### config.mk
export PLATFORM = sky130hd
export DESIGN_NAME = gray_counter_param
export DESIGN_NICKNAME = d
export VERILOG_FILES = /design/src/rtl/gray_counter_param.sv
export SDC_FILE = /design/constraint.sdc
export NUM_CORES = 1
export LEC_CHECK = 0
export ABC_AREA = 1
export CAP_MARGIN = 25
export CORE_UTILIZATION = 38
export DETAILED_ROUTE_END_ITERATION = 6
export MAX_ROUTING_LAYER = met4
export PLACE_DENSITY = 0.79
export SLEW_MARGIN = 40
export SYNTH_ARGS = -nofsm -noshare
export SYNTH_HDL_FRONTEND = slang
export SYNTH_SLANG_ARGS = --single-unit
export TNS_END_PERCENT = 5
### constraint.sdc
create_clock -name clk -period 1.3 [get_ports clk]
set_clock_uncertainty 0.05 [all_clocks]
set_input_delay 0.195 -clock clk [delete_from_list [all_inputs] [get_ports clk]]
set_output_delay 0.195 -clock clk [all_outputs]
set_load 0.01 [all_outputs]
### src/rtl/gray_counter_param.sv
// Parametrised Gray-code counter with enable, direction, parallel load, clear,
// wrap/saturate limit handling, a binary copy of the count and a terminal-count pulse.
module gray_counter_param #(
  parameter int WIDTH    = 4,
  parameter bit MODE_SAT = 1'b0
) (
  input  logic             clk,
  input  logic             rst,
  input  logic             en,
  input  logic             up_dn,
  input  logic             load,
  input  logic [WIDTH-1:0] load_val,
  input  logic             clr,
  output logic [WIDTH-1:0] gray_out,
  output logic [WIDTH-1:0] bin_out,
  output logic             tc
);

  localparam logic [WIDTH-1:0] ZERO   = {WIDTH{1'b0}};
  localparam logic [WIDTH-1:0] MAX    = {WIDTH{1'b1}};
  localparam logic [WIDTH-1:0] ONE    = {{(WIDTH-1){1'b0}}, 1'b1};
  localparam logic [WIDTH-1:0] MAX_M1 = MAX - ONE;

  function automatic logic [WIDTH-1:0] bin2gray(input logic [WIDTH-1:0] b);
    return b ^ (b >> 1);
  endfunction

  logic [WIDTH-1:0] bin_r;
  logic [WIDTH-1:0] gray_r;
  logic             tc_r;
  logic [WIDTH-1:0] next_bin_s;
  logic             next_tc_s;

  // Next count and terminal-count decision; priority clr > load > en.
  always_comb begin
    next_bin_s = bin_r;
    next_tc_s  = 1'b0;
    if (clr) begin
      next_bin_s = ZERO;
    end else if (load) begin
      next_bin_s = load_val;
    end else if (en) begin
      if (up_dn) begin
        if (bin_r != MAX) begin
          next_bin_s = bin_r + ONE;
          // In saturate mode the pulse marks arrival at the top limit.
          next_tc_s  = (MODE_SAT == 1'b1) && (bin_r == MAX_M1);
        end else if (MODE_SAT == 1'b0) begin
          next_bin_s = ZERO;
          next_tc_s  = 1'b1;
        end else begin
          next_bin_s = bin_r;
        end
      end else begin
        if (bin_r != ZERO) begin
          next_bin_s = bin_r - ONE;
          next_tc_s  = (MODE_SAT == 1'b1) && (bin_r == ONE);
        end else if (MODE_SAT == 1'b0) begin
          next_bin_s = MAX;
          next_tc_s  = 1'b1;
        end else begin
          next_bin_s = bin_r;
        end
      end
    end else begin
      next_bin_s = bin_r;
    end
  end

  // Count, Gray copy and pulse registers; Gray is encoded from the next count
  // so both outputs always show the same value.
  always_ff @(posedge clk or posedge rst) begin
    if (rst) begin
      bin_r  <= ZERO;
      gray_r <= ZERO;
      tc_r   <= 1'b0;
    end else begin
      bin_r  <= next_bin_s;
      gray_r <= bin2gray(next_bin_s);
      tc_r   <= next_tc_s;
    end
  end

  assign bin_out  = bin_r;
  assign gray_out = gray_r;
  assign tc       = tc_r;

endmodule

; Word level (Yosys, flattened, before mapping)
; Index checks and enable logic that the tools add are counted.
[op_classes]
add_sub_neg = 2
n_eq_ne = 1
muxes = 12
n_bitwise = 1
reduce_logical = 1
[ops]
columns = operator, n
row1 = $mux W4, 6
row2 = $mux W1, 6
row3 = $add A4 B1 Y4 const B, 1
row4 = $ne A4 B4 Y1 const B, 1
row5 = $reduce_bool A4 Y1, 1
row6 = $sub A4 B1 Y4 const B, 1
row7 = $xor A4 B3 Y4, 1
[word_totals]
register_bits = 9
inputBits = 10
elab_cells = 20

; Depth between registers and ports, before layout
[logic_depth]
ltp_word = 7
depth_mapped = 11
ltp_nobuf = 11

; Worst setup path after synthesis
; OpenSTA, ideal clock, no wires.
[synth_path]
kind = register to register
startpoint = reg bin_r[0] (netlist: bin_out[0])
endpoint = reg gray_r[1] (netlist: gray_out[1])
setup_time_ns = 0.123
arrival_time_ns = 1.365
required_ns = 1.127
slack_ns = -0.238
stages_incl_launch_ff = 7
cell_sequence = dfrtp_1 > inv_1 > ha_1 > xor2_1 > o21ai_0 > nand2_1 > xor2_1
[synth_via]
elab_chain_len = 7
[synth_rtl]
columns = item, line_no
row1 = from (decl), 28  ; logic [WIDTH-1:0] bin_r;
row2 = from (signal assigned), 78  ; bin_r <= next_bin_s;
row3 = "$sub A4 B1 Y4, or another cell as far along", 56  ; next_bin_s = bin_r - ONE;
row4 = "$mux W4, on equally long branches", "55, 44"
row5 = $mux W4 *, 43  ; if (up_dn) begin
row6 = $mux W4 *, 42  ; end else if (en) begin
row7 = $mux W4 *, 40  ; end else if (load) begin
row8 = $mux W4 *, 38  ; if (clr) begin
row9 = $xor A4 B3 Y4 *, 25  ; return b ^ (b >> 1);
row10 = to (signal assigned), 79  ; gray_r <= bin2gray(next_bin_s);
row11 = to (decl), 29  ; logic [WIDTH-1:0] gray_r;
; Every way passes the cells marked *; elsewhere a longest branch is shown, timed or not.

; Worst setup path in the final report
; Same ends and word-level chain as after synthesis.

==> metrics <==
Post-Route WL=1330 um; IO Count=19; share of layout cells above drive strength 1=32.4%; GPL Wtd Cong=roughly 0.86; post-synth top area share=a little under two fifths; Max stage delay on crit path=0.38 ns; Fmax achieved=0.699 GHz; worst setup margin=-0.130 ns; Leak=about 0.51 nW; CTS Sinks=8; Vias/cell=just under 5; clock edge transition at the registers on the reported setup and hold paths=0.05 ns; Hold Buf Count CTS=0; Synth Net Count=87; critical-path cell list=inv_2 -> ha_4 -> or2_1 -> nand3_1 -> nand2_1 -> nand3_2 -> nand2_4 -> xor2_1; syn avg cell area=between 7 and 8 um2; post-CTS setup buffer count=0; cell taking the most area after synthesis=dfrtp_1; Final #Nets=121; reg2reg path depth=8; Post-synth top cells=19 x nand2_1, 12 x inv_1, 10 x nand3_1; H-tree levels=1; Max Slew Vio Count=0; Peak VDD IR=791 uV; DPL Wire Length=1040 um; Die ar.=1540 um2; simple-gate share of the synthesized area=36.2%; Final Critical Period=1.43 ns; worst-path fanout max=3; mux contribution to synthesized area=0%; Worst-Skew Late Latency=roughly 0.25 ns; HP Class=input pin to async pin; worst path required time=1.38 ns; routed len/inst=10.8 um; Crit-path slowest cell=dfrtp_2; post-layout power=~0.00076 W; Pre-antenna DRT Iters=4; critical path arrival=1.51 ns; startpoint types=register; Fin Setup TNS=-0.377 ns; Slew HR=80.4%; sequential area share after synthesis=38.1%; Synth area leaders=dfrtp_1 38%, nand2_1 14%, nand3_1 9.5%; Adder-Cell Fraction of Synth Area=about 4.8%; Clock Path Buffers=2; Max Cap Violations=0; crit share post-route=110%; initial antenna violation count=0; power per cell area=857 nW/um2; DIE HEIGHT=39.2 um; complex-gate fraction of the synthesized area=6.90%; status=complete, but fails checks; Worst Path Class, Setup=register to register; Post-route DRC=0; clock root buffer=clkbuf_4; DR iter-0 viols=20; xor and xnor area share after synthesis=3.33%; cell area after synthesis=between 500 and 600 um2; routed via count=597; main combinational cell family by area after synthesis=simple AND/OR/NAND/NOR gates; count of different cell masters after synthesis=17; PortBufs=18; final hold vios=0; core area=roughly 1300 um2; Site Rows=13; Worst Max-Slew Pin Slew=about 0.3 ns; YS warnings=0; Overall Global Routing Usage=18.5%; Area Growth Syn to Fin=69.5%; first-pass GRT wire length=1890 um; Setup Viol. Count Final=4; post-layout util=68.5%; largest net degree at the start of global routing=9; Antenna Nets Post-Route=0; #FFs+latches synth=8; FFs w/ async S/R, synth=100%; vias in the first global route=484; Antenna diodes=0; Initial Utilization=around two fifths; RSZ-0062 raised after global routing=true; violated checks=setup timing; Post-synth top flop=dfrtp_1; CTS tree=built; global route total overflow=0; Cells after Synth=75; total CTS buffers=3; Die X=between 30 and 40 um; CP Capture Type=register; number of flops mapped to enable cells by yosys=0; most instantiated library cell after synthesis=nand2_1
[layout by cell type (no fill, tap or decap)]
cell type and count:
nand2_4 1, inv_1 10, nor2_1 8, ha_4 1
xor2_1 2, buf_4 11, nand3_1 8, dlymetal6s2s_1 4
nand2_2 3, inv_2 3, o21ai_1 1, dfrtp_2 4
nand4_1 2, clkdlybuf4s50_1 9, clkbuf_4 3, dlygate4sd2_1 3
o211ai_1 1, a2111oi_2 1, clkbuf_1 1, nand2_1 16
ha_1 1, clkbuf_2 2, nand3_2 3, buf_6 1
nor2_4 1, a21oi_1 2, or2_1 1, dfrtp_1 4
o21ai_2 1
[worst paths after layout]
kind                                   from     endpoint  slack [ns]
min in group clk                load_val[0]   bin_out[0]        0.60
worst max-delay path             bin_out[0]  gray_out[1]       -0.13
worst min register to register   bin_out[3]   bin_out[3]        0.68
worst min-delay path                    rst  gray_out[0]        0.13
worst max register to register   bin_out[0]  gray_out[1]       -0.13
max in group asynchronous               rst   bin_out[3]        0.83
[metal layers]
metal	up-vias	wire, um	share of wire, %	GRT usage (%)
met4	0	0	0	0.862
met3	0	62	4.7	5.20
li1	302	-	-	-
met1	275	557	42	21.7
met5	-	0	0	-
met2	20	710	53	32.9
[sequential cells by signal, summed over array words and instances, names as in the netlist]
| name | cells |
|---|---|
| bin_out | 4 |
| gray_out | 3 |
| tc | 1 |
[kinds of logic after synthesis]
| logic type | Yosys count |
|---|---|
| AO/OA/AOI/OAI | 6 |
| XOR/XNOR | 2 |
| adder cells (fa/ha/maj) | 2 |
| buffers and inverters | 14 |
| flip-flops | 8 |
| AND/OR/NAND/NOR | 43 |
[final cells by class]
| type | count | area, um2 |
|---|---|---|
| clock buffers | 4 | 26.3 |
| fillers | 114 | 410 |
| inverters | 13 | 48.8 |
| multi-input cells | 53 | 322 |
| flip-flops and latches | 8 | 205 |
| well taps | 15 | 18.8 |
| repair buffers | 30 | 270 |
[per-stage QoR]
stage	instance area [um2]	instances	worst slack, ns	hold WS [ns]
2_1_floorplan	541	75	-0.116	-0.0395
3_3_place_gp	822	119	-0.322	0.394
3_5_place_dp	822	119	-0.323	0.399
4_1_cts	852	123	-0.139	0.126
5_1_grt	891	123	-0.186	0.139
6_report	891	123	-0.130	0.126
[repair_timing]
action / 4_1_cts / 5_1_grt
gates resized for setup: 10 / 18
pin swaps: 2 / 1
setup endpoints to repair: 15 / 14
[power breakdown]
part | switching, W | internal, W
logic | 0.000134 | 0.000139
clock network | 0.0000777 | 0.000117
registers | 0.0000212 | 0.000275
total | 0.000233 | 0.000531
[worst max-delay path: cells and delay by family (launching register included)]
kind,cells,cell delay [ns]
and+or+nand+nor,5,0.51
DFF,1,0.38
xor gates and xnor gates,1,0.16
adders and majority gates,1,0.16
buffers and inverters,1,0.06
No activity file was read; power rests on OpenSTA's default activity.
